## config.mk

```make
export PLATFORM = sky130hd
export DESIGN_NAME = cam_capture
export DESIGN_NICKNAME = d
export VERILOG_FILES = /design/src/rtl/cam_capture.sv
export SDC_FILE = /design/constraint.sdc
export NUM_CORES = 1
export LEC_CHECK = 0
export ABC_AREA = 1
export CAP_MARGIN = 20
export CORE_ASPECT_RATIO = 2
export CORE_MARGIN = 4
export CORE_UTILIZATION = 30
export CTS_BUF_LIST = sky130_fd_sc_hd__clkbuf_16
export CTS_CLUSTER_SIZE = 24
export DETAILED_ROUTE_END_ITERATION = 10
export PLACE_DENSITY = 0.46
export SLEW_MARGIN = 20
export SYNTH_ARGS = -nofsm -noshare
export SYNTH_HDL_FRONTEND = slang
export SYNTH_SLANG_ARGS = --single-unit
export TNS_END_PERCENT = 10
```

## constraint.sdc

```tcl
create_clock -name clk -period 4.6 [get_ports clk]
set_clock_uncertainty 0.1 [all_clocks]
set_input_delay 0.92 -clock clk [delete_from_list [all_inputs] [get_ports clk]]
set_output_delay 0.92 -clock clk [all_outputs]
set_load 0.01 [all_outputs]
```

## src/rtl/cam_capture.sv

```systemverilog
// Camera frame grabber: turns an RGB565 byte stream into RGB444 frame-buffer writes for one frame per capture request.
// Latency: 1 cycle input register + 1 cycle to assemble the pixel; the write strobe follows the low byte's register stage by one cycle.
// Backpressure: none. The camera cannot be stalled, so the frame buffer must accept one write every other cycle.
//
// Ports:
//   clk, rst                      - camera PCLK, synchronous active-high reset
//   VSYNC, HREF, D                - camera frame sync, line valid and data byte (RGB565, high byte first)
//   CBtn                          - capture request (level); a registered 0->1 edge while idle arms one capture
//   DP_RAM_addr_in/data_in/regW   - frame-buffer write port, one strobe per complete pixel
//   busy, done, overflow          - capture in progress, end-of-frame pulse, sticky "frame had too many pixels"
module cam_capture #(
    parameter int H_PIX = 160,
    parameter int V_LIN = 120
) (
    input  logic        clk,
    input  logic        rst,
    input  logic        VSYNC,
    input  logic        HREF,
    input  logic [7:0]  D,
    input  logic        CBtn,
    output logic [14:0] DP_RAM_addr_in,
    output logic [11:0] DP_RAM_data_in,
    output logic        DP_RAM_regW,
    output logic        busy,
    output logic        done,
    output logic        overflow
);

    localparam logic [14:0] MAX_ADDR = 15'(H_PIX * V_LIN - 1);

    typedef enum logic [2:0] {
        IDLE,
        WAIT_VS,
        WAIT_FRAME,
        BYTE_HI,
        BYTE_LO,
        FINISH
    } state_t;

    state_t      r_state;

    // Input register stage plus one-cycle-old copies for edge detection
    logic        r_vsync;
    logic        r_vsync_d;
    logic        r_href;
    logic [7:0]  r_d;
    logic        r_cbtn;
    logic        r_cbtn_d;
    logic        r_post_rst;

    logic [7:0]  r_hi;
    logic [14:0] r_waddr;
    logic        r_full;

    logic        w_cbtn_rise;
    logic        w_vs_rise;
    logic        w_vs_fall;
    logic [11:0] w_pix;

    assign w_cbtn_rise = r_cbtn & ~r_cbtn_d;
    assign w_vs_rise   = r_vsync & ~r_vsync_d;
    assign w_vs_fall   = ~r_vsync & r_vsync_d;
    // RGB565 -> RGB444: top 4 bits of each channel; green straddles the byte boundary
    assign w_pix       = {r_hi[7:4], r_hi[2:0], r_d[7], r_d[4:1]};

    always_ff @(posedge clk) begin
        if (rst) begin
            r_vsync    <= 1'b0;
            r_vsync_d  <= 1'b0;
            r_href     <= 1'b0;
            r_d        <= 8'd0;
            r_cbtn     <= 1'b0;
            // Treat the button as already high coming out of reset so a button
            // held through reset release does not look like a fresh press.
            r_cbtn_d   <= 1'b1;
            r_post_rst <= 1'b1;
        end else begin
            r_vsync    <= VSYNC;
            r_vsync_d  <= r_vsync;
            r_href     <= HREF;
            r_d        <= D;
            r_cbtn     <= CBtn;
            // r_cbtn still holds its reset value in the first cycle; mask it out
            r_cbtn_d   <= r_cbtn | r_post_rst;
            r_post_rst <= 1'b0;
        end
    end

    always_ff @(posedge clk) begin
        if (rst) begin
            r_state        <= IDLE;
            DP_RAM_addr_in <= 15'd0;
            DP_RAM_data_in <= 12'd0;
            DP_RAM_regW    <= 1'b0;
            busy           <= 1'b0;
            done           <= 1'b0;
            overflow       <= 1'b0;
            r_hi           <= 8'd0;
            r_waddr        <= 15'd0;
            r_full         <= 1'b0;
        end else begin
            DP_RAM_regW <= 1'b0;
            done        <= 1'b0;
            case (r_state)
                IDLE: begin
                    if (w_cbtn_rise) begin
                        r_state  <= WAIT_VS;
                        busy     <= 1'b1;
                        overflow <= 1'b0;
                    end
                end
                WAIT_VS: begin
                    // Start on a clean frame boundary, never mid-frame
                    if (w_vs_fall) begin
                        r_state        <= WAIT_FRAME;
                        r_waddr        <= 15'd0;
                        r_full         <= 1'b0;
                        DP_RAM_addr_in <= 15'd0;
                    end
                end
                WAIT_FRAME, BYTE_HI: begin
                    if (w_vs_rise) begin
                        r_state <= FINISH;
                    end else if (r_href) begin
                        r_hi    <= r_d;
                        r_state <= BYTE_LO;
                    end else begin
                        r_state <= WAIT_FRAME;
                    end
                end
                BYTE_LO: begin
                    // Frame end wins over a low byte arriving in the same cycle
                    if (w_vs_rise) begin
                        r_state <= FINISH;
                    end else if (r_href) begin
                        r_state <= BYTE_HI;
                        if (r_full) begin
                            overflow <= 1'b1;
                        end else begin
                            DP_RAM_regW    <= 1'b1;
                            DP_RAM_data_in <= w_pix;
                            DP_RAM_addr_in <= r_waddr;
                            // Last legal address: stop counting so the output holds it
                            if (r_waddr == MAX_ADDR) begin
                                r_full <= 1'b1;
                            end else begin
                                r_waddr <= r_waddr + 15'd1;
                            end
                        end
                    end else begin
                        // Line ended on an odd byte: drop the held high byte
                        r_state <= WAIT_FRAME;
                    end
                end
                FINISH: begin
                    done    <= 1'b1;
                    busy    <= 1'b0;
                    r_state <= IDLE;
                end
                default: r_state <= IDLE;
            endcase
        end
    end

endmodule

```

==> results of run 1 <==
## worst max-delay path, cell delays in order
cell	delay, ns
clkdlybuf4s50_1	0.74
nor2_2	0.69
nand3_1	0.19
o21ai_2	0.09
## state kept, by name (all words and copies together) (netlist names)
| name | count |
|---|---|
| DP_RAM_addr_in | 15 |
| r_waddr | 15 |
| DP_RAM_data_in | 12 |
| r_d | 8 |
| r_hi | 7 |
| r_state | 3 |
| DP_RAM_regW | 1 |
| busy | 1 |
| done | 1 |
| overflow | 1 |
| r_cbtn | 1 |
| r_cbtn_d | 1 |
| r_full | 1 |
| r_href | 1 |
| r_post_rst | 1 |
| r_vsync | 1 |
| r_vsync_d | 1 |
## layer usage
layer  share of wire (%)  vias to the layer above  global-route usage [%]
li1                    -                     1385                       -
met1                  37                     1194                   13.90
met2                  57                       46                   28.13
met3                 2.5                       19                   3.593
met4                 3.8                        0                   7.659
met5                   0                        -                       0
## cell usage after synthesis, drive strengths merged
cell type | n | share of area, %
inv | 47 | 5.8
clkinv | 1 | 0.16
a21oi | 17 | 3.7
buf | 11 | 2.6
nor4 | 1 | 0.21
nor3 | 7 | 1.5
nand2 | 70 | 9.8
nand4 | 1 | 0.21
ha | 1 | 0.41
a31oi | 1 | 0.21
dfxtp | 71 | 47
nor2 | 98 | 13
nand3 | 43 | 7.1
clkbuf | 4 | 0.82
nand3b | 1 | 0.66
o21ai | 38 | 7.5
## layout make-up
type	instances	area [sq um]	share of cell area (%)
timing repair buffer	45	445.4	11.58
tap	132	165.2	4.295
clock buffer	9	225.2	5.857
inverter	48	181.4	4.719
clock inverter	7	63.81	1.660
sequential	71	1421	36.97
multi-input combinational	278	1343	34.92
## how the worst max path moves through the flow
stage	end	slack, ns	depth (start not counted)
after floorplan	DP_RAM_data_in[2]	2.79	5
after global placement	DP_RAM_addr_in[0]	1.84	4
after detailed placement	DP_RAM_addr_in[9]	1.78	4
after CTS	DP_RAM_addr_in[9]	2.13	4
after global routing	DP_RAM_addr_in[3]	1.90	4
final	DP_RAM_addr_in[9]	2.13	4
## metrics by stage
stage | std cells | hold slack [ns]
4_1_cts | 590 | 0.3112
3_5_place_dp | 574 | 0.3016
3_3_place_gp | 574 | 0.2942
6_report | 590 | 0.3057
5_1_grt | 590 | 0.3480
2_1_floorplan | 412 | 0.2821
## power by group through the flow
stage,combinational (mW),clock [mW],sequential (mW)
after floorplan,0.131,0,0.666
after global placement,0.162,0,0.671
after detailed placement,0.162,0,0.671
after CTS,0.162,0.700,0.658
after global routing,0.186,0.724,0.661
final,0.158,0.675,0.658
## kinds of logic (layout without fill, tap and decap cells)
logic type | after synthesis | count (layout)
simple gates | 221 | 221
compound gates | 56 | 56
flops | 71 | 71
buf+inv | 63 | 109
fa+ha+maj | 1 | 1
==> flow_summary.ini, run 1 <==
[run_status]
status = completed

[timing]
fin_crit_sh_pct = 53.60
max_freq_ghz = 0.4056
finalHoldViolations = 0
finalSetupTns_ns = 0
finalCriticalPeriod_ns = 2.465
fin_ws_ns = 2.135
setup_viol_count_final = 0
drv_slew = 0
slew-limit-headroom_pct = 56.29
grt_setup_unrepaired = false
tightest_slew_ns = 0.6550

[pwr]
leakagePower_nw = 1.532
share_comb_of_total_power_pct = 10.6
finalPower_mw = 1.491
power.switching_mw = 0.3841
pwr-share-seq_pct = 44.1
clockPowerShare_pct = 45.3
cellPowerDensity_mw_per_mm2 = 387.7
p_int_mw = 1.107
swShare_pct = 25.77
irDropWorstVdd_uv = 185.8

[placement]
placed_cell_area_sq_mm = 0.003556
dpl.hpwl_um = 5903
pre_cts_ws_ns = 1.783
gp_congestion = 0.7852
numPortBuffers = 43

[critical_path]
crit_path_start_kind = primary input
criticalPathCategory = primary input to flip-flop
arrival_ns = 2.63
crit_path_start = rst
cp_data_required_time_ns = 4.76
r2r_end = DP_RAM_addr_in[2]
end_kind = flip-flop
reg2reg_depth = 9
r2r_start = r_vsync
ff2ff_setup_slack_ns = 2.37
worstPathMaxFanout = 17

[yosys]
ys_seq_area_share_pct = 46.60
ys_ff_latch = 71
synth_fa_ha_area_share_pct = 0.4102
synth_top_family_by_area = simple AND/OR/NAND/NOR gates
syn_area_sq_mm = 0.003050
yosys.area_share.simple_pct = 32.28
synth_xor_area_share_pct = 0
avgSynthCellArea_sq_um = 7.404
ys_types = 29
synth_compound_area_share_pct = 11.32
synth_fp_nets = 426
ys.warnings.count = 0
synth_mux_area_share_pct = 0
synthCells = 412

[clock_tree]
ctsHoldBuffers = 0
cts-buffers-inserted = 9
h-tree-depth = 3
clk_latency_ns = 0.33
clock_path_buffers = 2
root_buffer = clkbuf_16
cts_tree = yes
clk_pin_slew_ns = 0.06
cts.sinks = 71
cts_resized = 0
cts_setup_buffers = 0

[finish]
drive_above_1_share_pct = 10.48
nets = 467
filler_cell_count = 1088
design_area_sq_mm = 0.003845
final_common_cell = nor2_1
diodes = 0
mostFrequentLayoutCells = nor2_1 (91), dfxtp_1 (71), nand2_1 (63), inv_1 (44)
fin_util_pct = 39.13
synthToLayoutAreaGrowth_pct = 26.05

[grt]
grt_pass1_wl_um = 12990
grt_pass1_vias = 2578
grt_antenna_before_repair = 0
grt_usage_pct = 14.66
overflow = 0
grt_max_degree = 31

[floorplan]
die_area_sq_mm = 0.01194
start_util_pct = 31.04
ios = 44
core_sq_mm = 0.009827
die_width_um = 79.30
num_rows = 51
die_y_um = 150.6

[route]
wl_per_cell_um = 13.56
vias_per_cell = 4.481
vias = 2644
drt-total-wl_um = 8003
detail-route-antenna-nets = 0
drtIter0Drc = 101
firstDrtPassIters = 4
drc_errors = 0

[min_path]
worstHoldEndpoint = r_cbtn_d
holdPathStages = 2
min_from = r_post_rst
hp-class = flip-flop to flip-flop

[run]
maxCapViolCount = 0
(Power assumes the default switching activity.)
==> inputs of run 2 (changes only) <==
PLACE_DENSITY = 0.48   (was 0.46)
clock period = 2.21 ns   (was 4.6 ns; I/O delays follow)
==> run 2 against run 1 <==
- final area grew 1.8%
- critical path depth shrank 3
- core utilization grew 0.70 points
- worst hold slack improved by 0.011 ns
- flip-flop and latch count unchanged
- register-to-register slack lost 2.0 ns
- first-iteration DRC count is 7.9% lower
- non-clock buffer count up 8
- critical endpoint is now DP_RAM_addr_in[5]
==> flow_summary.ini, run 2 (same netlist as run 1, synthesis figures left out) <==
[timing]
finalCriticalPeriod_ns = 1.792
worst_hold_slack_ns = 0.3171
finalSetupTns_ns = 0
grt_setup_unrepaired = false
max_freq_ghz = 0.5580
drv_slew = 0
slew-limit-headroom_pct = 68.26
setup_viol_count_final = 0
tightest_slew_ns = 0.4725
finalHoldViolations = 0
fin_crit_sh_pct = 81.09

[min_path]
hp-class = flip-flop to flip-flop
worstHoldEndpoint = r_cbtn_d
holdPathStages = 2
min_from = r_post_rst

[clock_tree]
clk_latency_ns = 0.33
h-tree-depth = 3
cts.sinks = 71
ctsHoldBuffers = 0
cts_tree = yes
cts_resized = 0
cts_setup_buffers = 0
clock_path_buffers = 2
cts-buffers-inserted = 9
clk_pin_slew_ns = 0.05
root_buffer = clkbuf_16

[finish]
multi_input_area_sq_mm = 0.001343
nets = 475
diodes = 0
filler_cell_count = 1085
final_common_cell = nor2_1
final-seq-area_sq_mm = 0.001421
drive_above_1_share_pct = 12.45
synthToLayoutAreaGrowth_pct = 28.30
largest_registers = DP_RAM_addr_in: 15 flops, r_waddr: 15 flops, DP_RAM_data_in: 12 flops
mostFrequentLayoutCells = nor2_1 (91), dfxtp_1 (71), nand2_1 (63), inv_1 (44)
design_area_sq_mm = 0.003914

[placement]
gp_congestion = 0.8192
numPortBuffers = 43
placed_cell_area_sq_mm = 0.003616
dpl.hpwl_um = 6223

[floorplan]
start_util_pct = 31.04
die_area_sq_mm = 0.01194
num_rows = 51
die_width_um = 79.30
die_y_um = 150.6
ios = 44
core_sq_mm = 0.009827

[critical_path]
arrival_ns = 1.25
r2r_start = r_waddr[0]
end_kind = output pin
r2r_end = r_waddr[11]
criticalPathCategory = flip-flop to output pin
crit_buf_inv = 1
cp_slowest_stage_delay_ns = 0.55
path_delay_family = buffers and inverters
cp_cell_sequence = clkdlybuf4s50_1
reg2reg_depth = 10
crit_slowest_cell = clkdlybuf4s50_1
crit_path_start = DP_RAM_addr_in[5]
cp_data_required_time_ns = 1.67
crit_path_start_kind = flip-flop
worstPathMaxFanout = 2
ff2ff_setup_slack_ns = 0.42

[grt]
overflow = 0
grt_pass1_wl_um = 13210
grt_pass1_vias = 2727
grt_max_degree = 28
grt_usage_pct = 14.66
grt_antenna_before_repair = 0

[route]
drc_errors = 0
wl_per_cell_um = 13.38
vias = 2667
drt-total-wl_um = 8002
drtIter0Drc = 93
vias_per_cell = 4.460
firstDrtPassIters = 4
detail-route-antenna-nets = 0

[run]
maxCapViolCount = 0

[pwr]
cellPowerDensity_mw_per_mm2 = 806.2
leakagePower_nw = 1.573
irDropWorstVdd_uv = 432.8

[run_status]
status = completed
[run 2: worst max path at each step]
stage | end | slack (ns) | cells after the start
4_1_cts | r_waddr[11] | 0.39 | 10
5_1_grt | r_waddr[0] | 0.23 | 10
3_3_place_gp | DP_RAM_addr_in[13] | 0.35 | 6
3_5_place_dp | DP_RAM_addr_in[12] | 0.31 | 6
6_report | DP_RAM_addr_in[5] | 0.42 | 1
2_1_floorplan | r_waddr[13] | 0.66 | 11
[run 2: layout make-up]
class / instances / area share, %
Clock buffer: 9 / 5.754
Clock inverter: 7 / 1.854
Inverter: 48 / 4.636
Multi-Input combinational cell: 278 / 34.30
Sequential cell: 71 / 36.32
Tap cell: 132 / 4.220
Timing Repair Buffer: 53 / 12.92
[run 2: metrics by stage]
stage / power, mW / worst slack [ns] / utilization, % / std cells
2_1_floorplan: 1.658 / 0.6610 / - / 412
3_3_place_gp: 1.751 / 0.3486 / 36.80 / 582
3_5_place_dp: 1.757 / 0.3143 / 36.80 / 582
4_1_cts: 3.202 / 0.3910 / 39.83 / 598
5_1_grt: 3.300 / 0.2290 / 39.83 / 598
6_report: 3.155 / 0.4179 / 39.83 / 598
[run 2: power breakdown]
group          leakage [nW]  switching (mW)  internal (mW)
combinational         0.853           0.228          0.130
sequential            0.577          0.0365           1.33
clock                 0.143           0.558          0.875
[run 2: worst min-delay path, delay by kind of cell (launching register included)]
kind | cells | cell delay, ns
DFF | 1 | 0.31
and+or+nand+nor | 2 | 0.08
[run 2: metal layers]
metal | routed length [um] | vias to the layer above | GRT usage [%]
met1 | 2812 | 1217 | 13.71
met5 | 0 | - | 0
met2 | 4737 | 44 | 29.48
li1 | - | 1393 | -
met3 | 203 | 13 | 2.575
met4 | 248 | 0 | 6.799
